**config.mk**
```make
export PLATFORM = sky130hd
export DESIGN_NAME = rom_download_writer
export DESIGN_NICKNAME = d
export VERILOG_FILES = /design/src/rtl/rom_download_writer.sv
export SDC_FILE = /design/constraint.sdc
export NUM_CORES = 1
export LEC_CHECK = 0
export ABC_AREA = 1
export CAP_MARGIN = 20
export CORE_ASPECT_RATIO = 0.5
export CORE_MARGIN = 1.5
export CORE_UTILIZATION = 25
export CTS_BUF_LIST = sky130_fd_sc_hd__clkbuf_16
export DETAILED_ROUTE_END_ITERATION = 8
export PLACE_DENSITY_LB_ADDON = 0.3
export SYNTH_ARGS = -nofsm -noshare
export SYNTH_HDL_FRONTEND = slang
export SYNTH_SLANG_ARGS = --single-unit
```
**constraint.sdc**
```tcl
create_clock -name clk -period 6.2 [get_ports clk]
set_input_delay 1.24 -clock clk [delete_from_list [all_inputs] [get_ports clk]]
set_output_delay 1.24 -clock clk [all_outputs]
set_load 0.005 [all_outputs]
```
**src/rtl/rom_download_writer.sv**
```systemverilog
// rom_download_writer: packs ioctl download bytes into 32-bit words, buffers them and writes them to SDRAM
`timescale 1ns/1ps
module rom_download_writer #(
  parameter int ADDR_WIDTH = 23,
  parameter int FIFO_DEPTH = 4,
  parameter int BASE_ADDR  = 0
) (
  input  logic                  clk,
  input  logic                  reset,
  input  logic                  ioctl_download,
  input  logic                  ioctl_wr,
  input  logic [24:0]           ioctl_addr,
  input  logic [7:0]            ioctl_data,
  output logic                  ioctl_wait,
  output logic                  sdram_req,
  input  logic                  sdram_ack,
  output logic                  sdram_we,
  output logic [ADDR_WIDTH-1:0] sdram_addr,
  output logic [31:0]           sdram_data,
  output logic                  busy,
  output logic                  done,
  output logic                  overflow
);
  localparam int PW = $clog2(FIFO_DEPTH);
  localparam int EW = ADDR_WIDTH + 32;
  typedef enum logic {IDLE, REQ} state_t;
  state_t state;
  logic dl_q;
  logic [22:0] pk_w;
  logic [31:0] pk_data;
  logic [3:0] pk_mask;
  logic [EW-1:0] mem [FIFO_DEPTH];
  logic [PW-1:0] wp, rp;
  logic [PW:0] count, count_next, free;
  logic rise, fall, wr, fresh, push_a, push_b, acc_a, acc_b, pop, all_idle;
  logic [22:0] byte_w;
  logic [1:0] lane;
  logic [31:0] new_data;
  logic [3:0] new_mask;
  logic [EW-1:0] ent_a, ent_b, head;

  function automatic logic [ADDR_WIDTH-1:0] waddr(input logic [22:0] w);
    return ADDR_WIDTH'(BASE_ADDR) + ADDR_WIDTH'(w);
  endfunction

  assign rise = ioctl_download & ~dl_q;
  assign fall = ~ioctl_download & dl_q;
  assign wr = ioctl_wr & ioctl_download;
  assign byte_w = ioctl_addr[24:2];
  assign lane = ioctl_addr[1:0];
  assign fresh = rise | ~|pk_mask | (byte_w != pk_w);
  // a byte for a new word can flush the pending word and complete its own word in one cycle
  assign push_a = wr & ~rise & |pk_mask & (byte_w != pk_w);
  assign push_b = (wr & (lane == 2'd3)) | (fall & |pk_mask);

  always_comb begin
    new_data = fresh ? '0 : pk_data;
    new_mask = fresh ? '0 : pk_mask;
    new_data[{lane, 3'b000} +: 8] = ioctl_data;
    new_mask[lane] = 1'b1;
  end

  assign ent_a = {waddr(pk_w), pk_data};
  assign ent_b = wr ? {waddr(byte_w), new_data} : {waddr(pk_w), pk_data};
  assign head = mem[rp];
  assign pop = |count & ((state == IDLE) | sdram_ack);
  assign free = (PW+1)'(FIFO_DEPTH) - count + (PW+1)'(pop);
  assign acc_a = push_a & |free;
  assign acc_b = push_b & (free > (PW+1)'(acc_a));
  assign count_next = count + (PW+1)'(acc_a) + (PW+1)'(acc_b) - (PW+1)'(pop);
  assign all_idle = ~ioctl_download & ~|pk_mask & ~|count & (state == IDLE);

  always_ff @(posedge clk) begin
    if (acc_a) mem[wp] <= ent_a;
    if (acc_b) mem[wp + PW'(acc_a)] <= ent_b;
  end

  always_ff @(posedge clk) begin
    if (reset) begin
      dl_q <= 1'b0;
      pk_w <= '0;
      pk_data <= '0;
      pk_mask <= '0;
      wp <= '0;
      rp <= '0;
      count <= '0;
      ioctl_wait <= 1'b0;
      overflow <= 1'b0;
      busy <= 1'b0;
      done <= 1'b0;
    end else begin
      dl_q <= ioctl_download;
      wp <= wp + PW'(acc_a) + PW'(acc_b);
      rp <= rp + PW'(pop);
      count <= count_next;
      ioctl_wait <= count_next >= (PW+1)'(FIFO_DEPTH - 1);
      overflow <= overflow | (push_a & ~acc_a) | (push_b & ~acc_b);
      if (wr) begin
        pk_w <= byte_w;
        pk_data <= (lane == 2'd3) ? '0 : new_data;
        pk_mask <= (lane == 2'd3) ? '0 : new_mask;
      end else if (rise | fall) begin
        pk_data <= '0;
        pk_mask <= '0;
      end
      busy <= rise | (busy & ~all_idle);
      done <= busy & all_idle;
    end
  end

  always_ff @(posedge clk) begin
    if (reset) begin
      state <= IDLE;
      sdram_req <= 1'b0;
      sdram_we <= 1'b0;
      sdram_addr <= '0;
      sdram_data <= '0;
    end else if (pop) begin
      {sdram_addr, sdram_data} <= head;
      sdram_req <= 1'b1;
      sdram_we <= 1'b1;
      state <= REQ;
    end else if (state == REQ && sdram_ack) begin
      sdram_req <= 1'b0;
      sdram_we <= 1'b0;
      state <= IDLE;
    end
  end
endmodule
```
After elaboration in Yosys (flattened, before gate mapping)
Memory sizes are Yosys's and may differ from the RTL's. A register that Yosys moved wholly into a read port is not among the register bits. Index checks and enable logic that the tools add are counted.

Bits in registers: 72. Memory bits (writable): 220. Input bits: 38. Output and inout port bits: 61. Memories: 1.

Memory list: mem (depth 4, width 55, rd ports 1, clocked after Yosys merged registers in 1, write ports 2, line 32) `logic [EW-1:0] mem [FIFO_DEPTH];`.

$add $sub $neg: 9. Magnitude comparators: 4. Equal/unequal tests: 2. Shift operators: 2. Multiplexer cells: 18. Bitwise operators: 34. Reduce and logical (&&, ||, !) cells: 9.

Operators by type and width (number): 32-bit 2-to-1 mux (4); 55-bit 2-to-1 mux (1); 32-bit bitwise mux (1); 8-bit by 7-bit variable shift with 32-bit output (first input constant) (1); 8-bit by 7-bit variable part select with 32-bit output (1); 23-bit != test (1); 1-bit AND (18); 4-bit 2-to-1 mux (4); 3-bit by 1-bit adder with 3-bit output (3); 1-bit bitwise OR (8); 1-bit 2-to-1 mux (7); 5-bit negator with 7-bit output (1); 1-bit NOT (7); 2-bit by 1-bit adder with 2-bit output (3); 3-bit OR reduction (2); 4-bit bitwise OR (1); 2-bit nonzero test (2); 4-bit OR reduction (1); 3-bit by 2-bit greater-or-equal comparator with 1-bit output (second input constant) (1); 3-bit by 1-bit > comparator with 1-bit output (1); 2-bit by 3-bit < comparator with 1-bit output (second input constant) (1); 3-bit by 1-bit subtractor with 3-bit output (1); 3-bit subtractor (first input constant) (1); 1-bit demux with 2-bit select (1); 4 further kinds (6).

Depth between registers and ports, before layout
Gate-level depths: netlist (run 1).

Depth in word-level cells: 12. Gate-level depth with buffers: 24. Mapped depth without buffers: 20.

Worst setup path after synthesis (run 1)
OpenSTA, ideal clock, no wires.

Path kind: in2reg. From: input port sdram_ack. To: memory mem[1][0] (netlist bit), enable pin. Arrival: 5345 ps. Data required time: 5786 ps. Path slack: 441 ps. Stages on the path: 20. Path buffers: 3. Cell sequence: nor2_1 > nor2_1 > clkbuf_1 > clkbuf_1 > inv_1 > ha_1 > inv_1 > ha_1 > xor2_1 > nor2_1 > nand2_1 > inv_1 > nor2_1 > ha_1 > o21ai_2 > nand2_4 > nor3_4 > inv_2 > clkbuf_1 > nand2_1.

RTL lines: from (decl) (line 16) `input logic sdram_ack,`; to (decl) (line 32).

Worst setup path after layout (run 1)
From: input port sdram_ack. To: register count[2].

Word-level cells in the longest chain between the ends: 9. Elaborated cells on any way between the ends: 10. Those cells by class: add/sub: 4; order compare: 1; bitwise: 4; reduce/logical: 1.

Ends and longest elaborated chain: 1-bit bitwise OR * (line 66) `assign pop = |count & ((state == IDLE) | sdram_ack);`; 1-bit AND * (line 66); 3-bit by 1-bit adder with 3-bit output (line 67) `assign free = (PW+1)'(FIFO_DEPTH) - count + (PW+1)'(pop);`; 3-bit OR reduction (line 68) `assign acc_a = push_a & |free;`; 1-bit AND (line 68); 3-bit by 1-bit > comparator with 1-bit output (line 69) `assign acc_b = push_b & (free > (PW+1)'(acc_a));`; 1-bit AND (line 69); 3-bit by 1-bit adder with 3-bit output (line 70) `assign count_next = count + (PW+1)'(acc_a) + (PW+1)'(acc_b) - (PW+1)'(pop);`; 3-bit by 1-bit subtractor with 3-bit output * (line 70); to (signal assigned) (line 95) `count <= count_next;`; to (decl) (line 34) `logic [PW:0] count, count_next, free;`.

Mark *: on every way between the ends. The rest lies on a longest branch, timed or not. A chain may end at the register's enable or synchronous reset.

==> impl_metrics.py, run 1 <==
metrics = {
    "run_status": {
        "outcome": "finished clean",
    },
    "sta": {
        "whs_ps": 459.9,
        "rsz0062_at_grt": "no",
        "finalCritPeriodShare_pct": 71.78,
        "worstMarginPinSlew_ps": 1035,
        "skew_ps": 15.70,
        "finalSetupViolations": 0,
        "fin_crit_ps": 4451,
        "fin_tns_setup_ps": 0,
        "slew_violations": 0,
        "final-hold-violation-count": 0,
        "max_freq_mhz": 224.7,
        "slew_headroom_pct": 31.03,
    },
    "logic_synthesis": {
        "ys_warn_count": 0,
        "syn_area_per_cell_um2": 8.080,
        "syn_nets": 2148,
        "synth_seq_area_share_pct": 54.09,
        "synth.cell_area_mm2": 0.01691,
        "ys_seq_elements": 347,
        "syn_inst": 2093,
        "synth_cell_type_count": 31,
    },
    "route": {
        "routedWlPerCell_um": 17.48,
        "first_pass_iters": 6,
        "wl_mm": 53.41,
        "via_count": 14010,
        "drt_iter0_drc": 1032,
        "drc": 0,
        "drtAntennaViolNets": 0,
        "vias_per_cell": 4.585,
    },
    "worst_setup_path": {
        "criticalPathCategory": "input port to register",
        "slowest_stage": "fa_1",
        "rrSetupSlack_ps": 2270,
        "start_kind": "input port",
        "slowest_delay_ps": 430,
        "cp-startpoint": "sdram_ack",
        "rr_startpoint": "count[2]$_SDFF_PP0_",
        "crit_chain": "clkdlybuf4s50_1 > nor2_1 > nor2_4 > inv_1 > ha_1 > inv_1 > ha_1 > xor2_1 > nor2_1 > nand2_1 > inv_1 > nor2_1 > ha_1 > o21ai_2 > nand2_4 > fa_1 > fa_1 > xnor2_1 > inv_1 > nor2_1",
        "cp_max_fo": 7,
        "crit_path_end_kind": "register",
        "cp_data_required_time_ps": 6670,
        "worstPathArrival_ps": 4920,
        "crit_path_end": "count[2]$_SDFF_PP0_",
        "reg2reg_to": "count[2]$_SDFF_PP0_",
        "reg2reg_depth": 19,
    },
    "global_route": {
        "gr-usage-all-layers_pct": 15.30,
        "grt_max_degree": 78,
        "first_global_vias": 13580,
        "antenna_found_initial": 1,
        "gr-total-overflow": 0,
        "grt_pass1_wl_mm": 82.12,
    },
    "worst_hold_path": {
        "min_path_cells": 2,
        "hp-class": "register to register",
    },
    "clock_network": {
        "cts.sink_count": 347,
        "path_clk_slew_ps": 60,
        "cts_tree": "built",
        "postCtsSetupBuffers": 0,
        "cts-buffers-inserted": 39,
        "ctsResizeCount": 0,
        "holdBufCountCts": 0,
        "htree_levels": 2,
        "clk-insertion-delay-late_ps": 540,
        "cts_buffer_depth": 3,
        "cts_root_buf": "clkbuf_16",
    },
    "floorplanning": {
        "row_count": 67,
        "dieWidth_um": 370.8,
        "start_util_pct": 25.28,
        "die_h_um": 186.9,
        "fp.dieArea_mm2": 0.06931,
        "core_mm2": 0.06690,
        "num_io_pins": 99,
    },
    "final_layout": {
        "drive_above_1_share_pct": 5.144,
        "area_growth_pct": 18.16,
        "stdcell_area_mm2": 0.01998,
        "final.fill_count": 7046,
        "layoutNonFillerInstCount": 3056,
        "final_nets": 2184,
        "seq_area_mm2": 0.009156,
        "finish.utilization_pct": 29.87,
        "multi_input_area_mm2": 0.006908,
    },
    "power_and_ir_drop": {
        "clockPowerShare_pct": 31.9,
        "combinationalPowerShare_pct": 25.3,
        "power.internal_uw": 4693,
        "p_sw_uw": 2234,
        "power_density_mw_per_mm2": 346.6,
        "max-vdd-ir-drop_mv": 0.1911,
        "seqPwrFrac_pct": 42.8,
        "p_leak_uw": 0.007670,
        "p_sw_share_pct": 32.26,
    },
    "placement": {
        "post-dp-hpwl_mm": 29.63,
        "place_inst": 2985,
        "gp_congestion": 0.7787,
        "port_buffers": 98,
        "placed_area_mm2": 0.01879,
    },
    "job": {
        "maxCapViolCount": 0,
    },
}
## final cells by class
| class | instances | share of cell area (%) |
|---|---|---|
| Clock buffer | 41 | 5.134 |
| Clock inverter | 29 | 0.8452 |
| Tap cell | 897 | 5.616 |
| Inverter | 80 | 1.509 |
| Timing Repair Buffer | 130 | 6.499 |
| Antenna cell | 1 | 0.01252 |
| Sequential cell | 347 | 45.82 |
| Multi-Input combinational cell | 1531 | 34.57 |
## cell usage after synthesis
cell,n,share of area (%)
nand2_1,745,17
nor2_1,302,6.7
edfxtp_1,220,39
o21ai_0,169,5.0
dfxtp_1,127,15
o21ai_1,97,2.9
clkbuf_1,89,2.0
inv_1,71,1.6
a31oi_1,55,2.0
a21oi_1,39,1.2
nand4_1,37,1.4
buf_2,21,0.62
mux2i_1,19,1.1
xnor2_1,17,0.88
ha_1,15,1.1
buf_1,13,0.29
buf_4,12,0.53
nand3_1,10,0.30
inv_2,7,0.16
xor2_1,7,0.36
nor3_4,4,0.38
nor3_1,3,0.089
clkinv_1,2,0.044
fa_1,2,0.24
nand2_4,2,0.13
nor2_4,2,0.13
o21ai_2,2,0.10
nand2_2,1,0.037
nor3b_1,1,0.044
nor4_2,1,0.074
or2_1,1,0.037
## power by group through the flow
stage	Sequential, uW	Combinational (uW)	Clock, uW
2_1_floorplan	2870	1010	0
3_3_place_gp	3020	1770	0
3_5_place_dp	3020	1770	0
4_1_cts	2980	1780	2250
5_1_grt	3000	1960	2330
6_report	2970	1750	2210
## worst max-delay path: cells and delay by family
kind / cells / cell delay, ps
adders and majority gates: 5 / 1490
and+or+nand+nor: 7 / 1010
buffers and inverters: 5 / 630
xor gates and xnor gates: 2 / 370
AOI/OAI and AO/OA: 1 / 180
## metrics by stage
step                      total power, uW  setup WS [ps]
after CTS                            6998           1712
after floorplan                      3888          440.6
after detailed placement             4789           1149
after global placement               4789           1235
after global routing                 7289           1426
final                                6927           1749
## flip-flops by register name, indices dropped and copies added (netlist names), 2 cells and up
| register | count |
|---|---|
| count | 3 |
| mem | 220 |
| pk_data | 32 |
| pk_mask | 4 |
| pk_w | 23 |
| rp | 2 |
| sdram_addr | 23 |
| sdram_data | 32 |
| wp | 2 |
## worst min path at each step
stage | end | startpoint | slack [ps]
floorplan | pk_mask[3]$_SDFFE_PP0P_ | pk_mask[3]$_SDFFE_PP0P_ | 430
global placement | pk_mask[3]$_SDFFE_PP0P_ | pk_mask[3]$_SDFFE_PP0P_ | 440
detailed placement | pk_mask[3]$_SDFFE_PP0P_ | pk_mask[3]$_SDFFE_PP0P_ | 440
CTS | pk_mask[3]$_SDFFE_PP0P_ | pk_mask[3]$_SDFFE_PP0P_ | 450
global route | pk_mask[3]$_SDFFE_PP0P_ | pk_mask[3]$_SDFFE_PP0P_ | 470
finish | done$_SDFF_PP0_ | busy$_SDFF_PP0_ | 460
## cell usage in the layout (no fill, tap or decap), drive strengths merged, types with 2 or more instances in the layout
cell type      synthesis  layout
clkbuf                89      41
fa                     2       2
xnor2                 17      17
ha                    15      15
mux2i                 19      19
edfxtp               220     220
nor3                   7       7
o21ai                268     268
xor2                   7       7
nand2                748     748
clkinv                 2      17
a21oi                 39      39
inv                   78      90
buf                   46      33
nand4                 37      37
clkdlybuf4s50          0      97
nor2                 304     304
bufinv                 0       2
a31oi                 55      55
dfxtp                127     127
nand3                 10      10
## routing by layer
metal	track usage, %	wire, um
met5	0	0
met4	4.867	1525
met3	1.679	2191
met2	27.02	25860
met1	19.47	23840
## kinds of logic after synthesis
kind of cell | synth area share [%]
DFF | 54.09
adders and majority gates | 1.346
buffers and inverters | 5.194
and+or+nand+nor | 25.83
muxes | 1.124
xor gates and xnor gates | 1.243
AOI/OAI and AO/OA | 11.16
No activity file was read; power rests on OpenSTA's default activity.
==> inputs of run 2 (changes only) <==
==> constraint.sdc (replaced) <==
create_clock -name clk -period 3.58 [get_ports clk]
set_input_delay 0.716 -clock clk [delete_from_list [all_inputs] [get_ports clk]]
set_output_delay 0.716 -clock clk [all_outputs]
set_load 0.005 [all_outputs]
==> impl_metrics.py, run 2 (synthesis results as in run 1) <==
metrics = {
    "worst_hold_path": {
        "min_path_cells": 2,
        "min-delay-start": "pk_mask[3]$_SDFFE_PP0P_",
        "hp-class": "register to register",
        "min_to": "pk_mask[3]$_SDFFE_PP0P_",
    },
    "floorplanning": {
        "num_io_pins": 99,
        "die_h_um": 186.9,
        "fp.dieArea_mm2": 0.06931,
        "dieWidth_um": 370.8,
        "row_count": 67,
        "start_util_pct": 25.28,
        "core_mm2": 0.06690,
    },
    "global_route": {
        "grt_pass1_wl_mm": 80.12,
        "grt_max_degree": 85,
        "antenna_found_initial": 1,
        "first_global_vias": 13700,
        "gr-total-overflow": 0,
        "gr-usage-all-layers_pct": 14.66,
    },
    "sta": {
        "finalCritPeriodShare_pct": 93.80,
        "max_freq_mhz": 297.8,
        "fin_crit_ps": 3358,
        "final-hold-violation-count": 0,
        "fin_tns_setup_ps": 0,
        "whs_ps": 450.8,
        "slew_headroom_pct": 33.50,
        "worstMarginPinSlew_ps": 997.5,
        "slew_violations": 0,
        "rsz0062_at_grt": "no",
        "skew_ps": 21.77,
        "finalSetupViolations": 0,
    },
    "final_layout": {
        "final_cell_mix": "741 x nand2_1, 296 x nor2_1, 220 x edfxtp_1",
        "final_nets": 2234,
        "final.fill_count": 7047,
        "largest-register": "mem",
        "largest_register_ffs": 220,
        "largestRegisters": "mem (220), pk_data (32), sdram_data (32)",
        "finish.utilization_pct": 31.04,
        "drive_above_1_share_pct": 7.786,
        "final_common_cell": "nand2_1",
        "area_growth_pct": 22.79,
    },
    "clock_network": {
        "cts.sink_count": 347,
        "cts-buffers-inserted": 40,
        "cts_root_buf": "clkbuf_16",
        "path_clk_slew_ps": 50,
        "cts_buffer_depth": 3,
        "postCtsSetupBuffers": 0,
        "clk-insertion-delay-late_ps": 540,
        "ctsResizeCount": 0,
        "cts_tree": "built",
        "htree_levels": 2,
        "holdBufCountCts": 0,
    },
    "worst_setup_path": {
        "rrSetupSlack_ps": 300,
        "crit_chain": "clkdlybuf4s50_1 > nor2_4 > nor2_4 > inv_4 > ha_4 > inv_2 > ha_4 > xor2_1 > nor2_2 > nand2_1 > inv_2 > nor2_4 > ha_4 > o21ai_4 > nand2_4 > buf_4 > nor3_4 > inv_2 > nand2_8 > buf_12",
        "slowest_stage": "clkdlybuf4s50_1",
        "start_kind": "input port",
        "reg2reg_depth": 21,
        "worstPathArrival_ps": 3600,
        "cp_max_fo": 13,
        "criticalPathCategory": "input port to register",
        "crit_path_end_kind": "register",
        "slowest_delay_ps": 520,
        "rr_startpoint": "count[0]$_SDFF_PP0_",
        "reg2reg_to": "mem[0][4]$_DFFE_PP_",
        "cp_data_required_time_ps": 3830,
    },
    "power_and_ir_drop": {
        "max-vdd-ir-drop_mv": 0.3816,
        "power_density_mw_per_mm2": 581.4,
        "p_leak_uw": 0.007997,
    },
    "route": {
        "wl_mm": 51.03,
        "first_pass_iters": 5,
        "routedWlPerCell_um": 16.42,
        "via_count": 14150,
        "drc": 0,
        "drtAntennaViolNets": 0,
        "vias_per_cell": 4.555,
        "drt_iter0_drc": 1028,
    },
    "job": {
        "maxCapViolCount": 0,
    },
    "placement": {
        "post-dp-hpwl_mm": 31.97,
        "gp_congestion": 0.7751,
        "port_buffers": 98,
    },
    "run_status": {
        "outcome": "finished clean",
    },
}
-- run 2: cell types whose count changed in the layout (fill, tap and decap cells not counted), sizes merged --
cell	delta
inv	-1
buf	+49
bufinv	-2
clkinv	+5
-- run 2: worst max-delay path, delay by kind of cell --
family          cells  cell delay [ps]
compound gates      1              180
xor+xnor            1              150
fa+ha+maj           3              480
buf+inv             7             1170
simple gates        8              880
-- run 2: layout make-up --
class | instances | area [um^2] | share of cell area, %
antenna | 1 | 2.502 | 0.01205
clock buffer | 41 | 1026 | 4.941
clock inverter | 31 | 132.6 | 0.6387
inverter | 80 | 304.0 | 1.464
multi-input combinational | 1531 | 7041 | 33.90
sequential | 347 | 9154 | 44.08
tap | 897 | 1122 | 5.405
timing repair buffer | 179 | 1984 | 9.556
-- run 2: stage by stage --
stage | cells | total power, uW | area (um^2) | setup slack (ps)
2_1_floorplan | 2093 | 6891 | 17150 | -121.6
3_3_place_gp | 3034 | 8496 | 19610 | -310.2
3_5_place_dp | 3034 | 8506 | 19610 | -363.0
4_1_cts | 3106 | 12230 | 20760 | 200.6
5_1_grt | 3107 | 12750 | 20770 | 20.22
6_report | 3107 | 12070 | 20770 | 222.1
-- run 2: worst max-delay path by stage --
stage / cells past startpoint / slack (ps) / startpoint / to
2_1_floorplan: 20 / -120 / sdram_ack / mem[3][0]$_DFFE_PP_
3_3_place_gp: 18 / -310 / ioctl_addr[21] / mem[2][40]$_DFFE_PP_
3_5_place_dp: 18 / -360 / ioctl_addr[21] / mem[0][13]$_DFFE_PP_
4_1_cts: 18 / 200 / ioctl_addr[21] / mem[0][1]$_DFFE_PP_
5_1_grt: 22 / 20 / sdram_ack / mem[2][40]$_DFFE_PP_
6_report: 20 / 220 / sdram_ack / mem[0][4]$_DFFE_PP_
-- run 2: metal layers --
| layer | GRT usage [%] | routed length, um | vias to the layer above |
|---|---|---|---|
| met5 | 0 | 0 | - |
| met4 | 4.192 | 1081 | 0 |
| met3 | 1.632 | 1876 | 67 |
| met2 | 25.28 | 24690 | 285 |
| met1 | 19.31 | 23380 | 6710 |
| li1 | - | - | 7089 |
-- run 2: power by group --
| group | total (uW) | internal (uW) | switching (uW) |
|---|---|---|---|
| clock | 3700 | 2060 | 1640 |
| combinational | 3340 | 1420 | 1920 |
| sequential | 5040 | 4680 | 360 |
| total | 12100 | 8160 | 3920 |
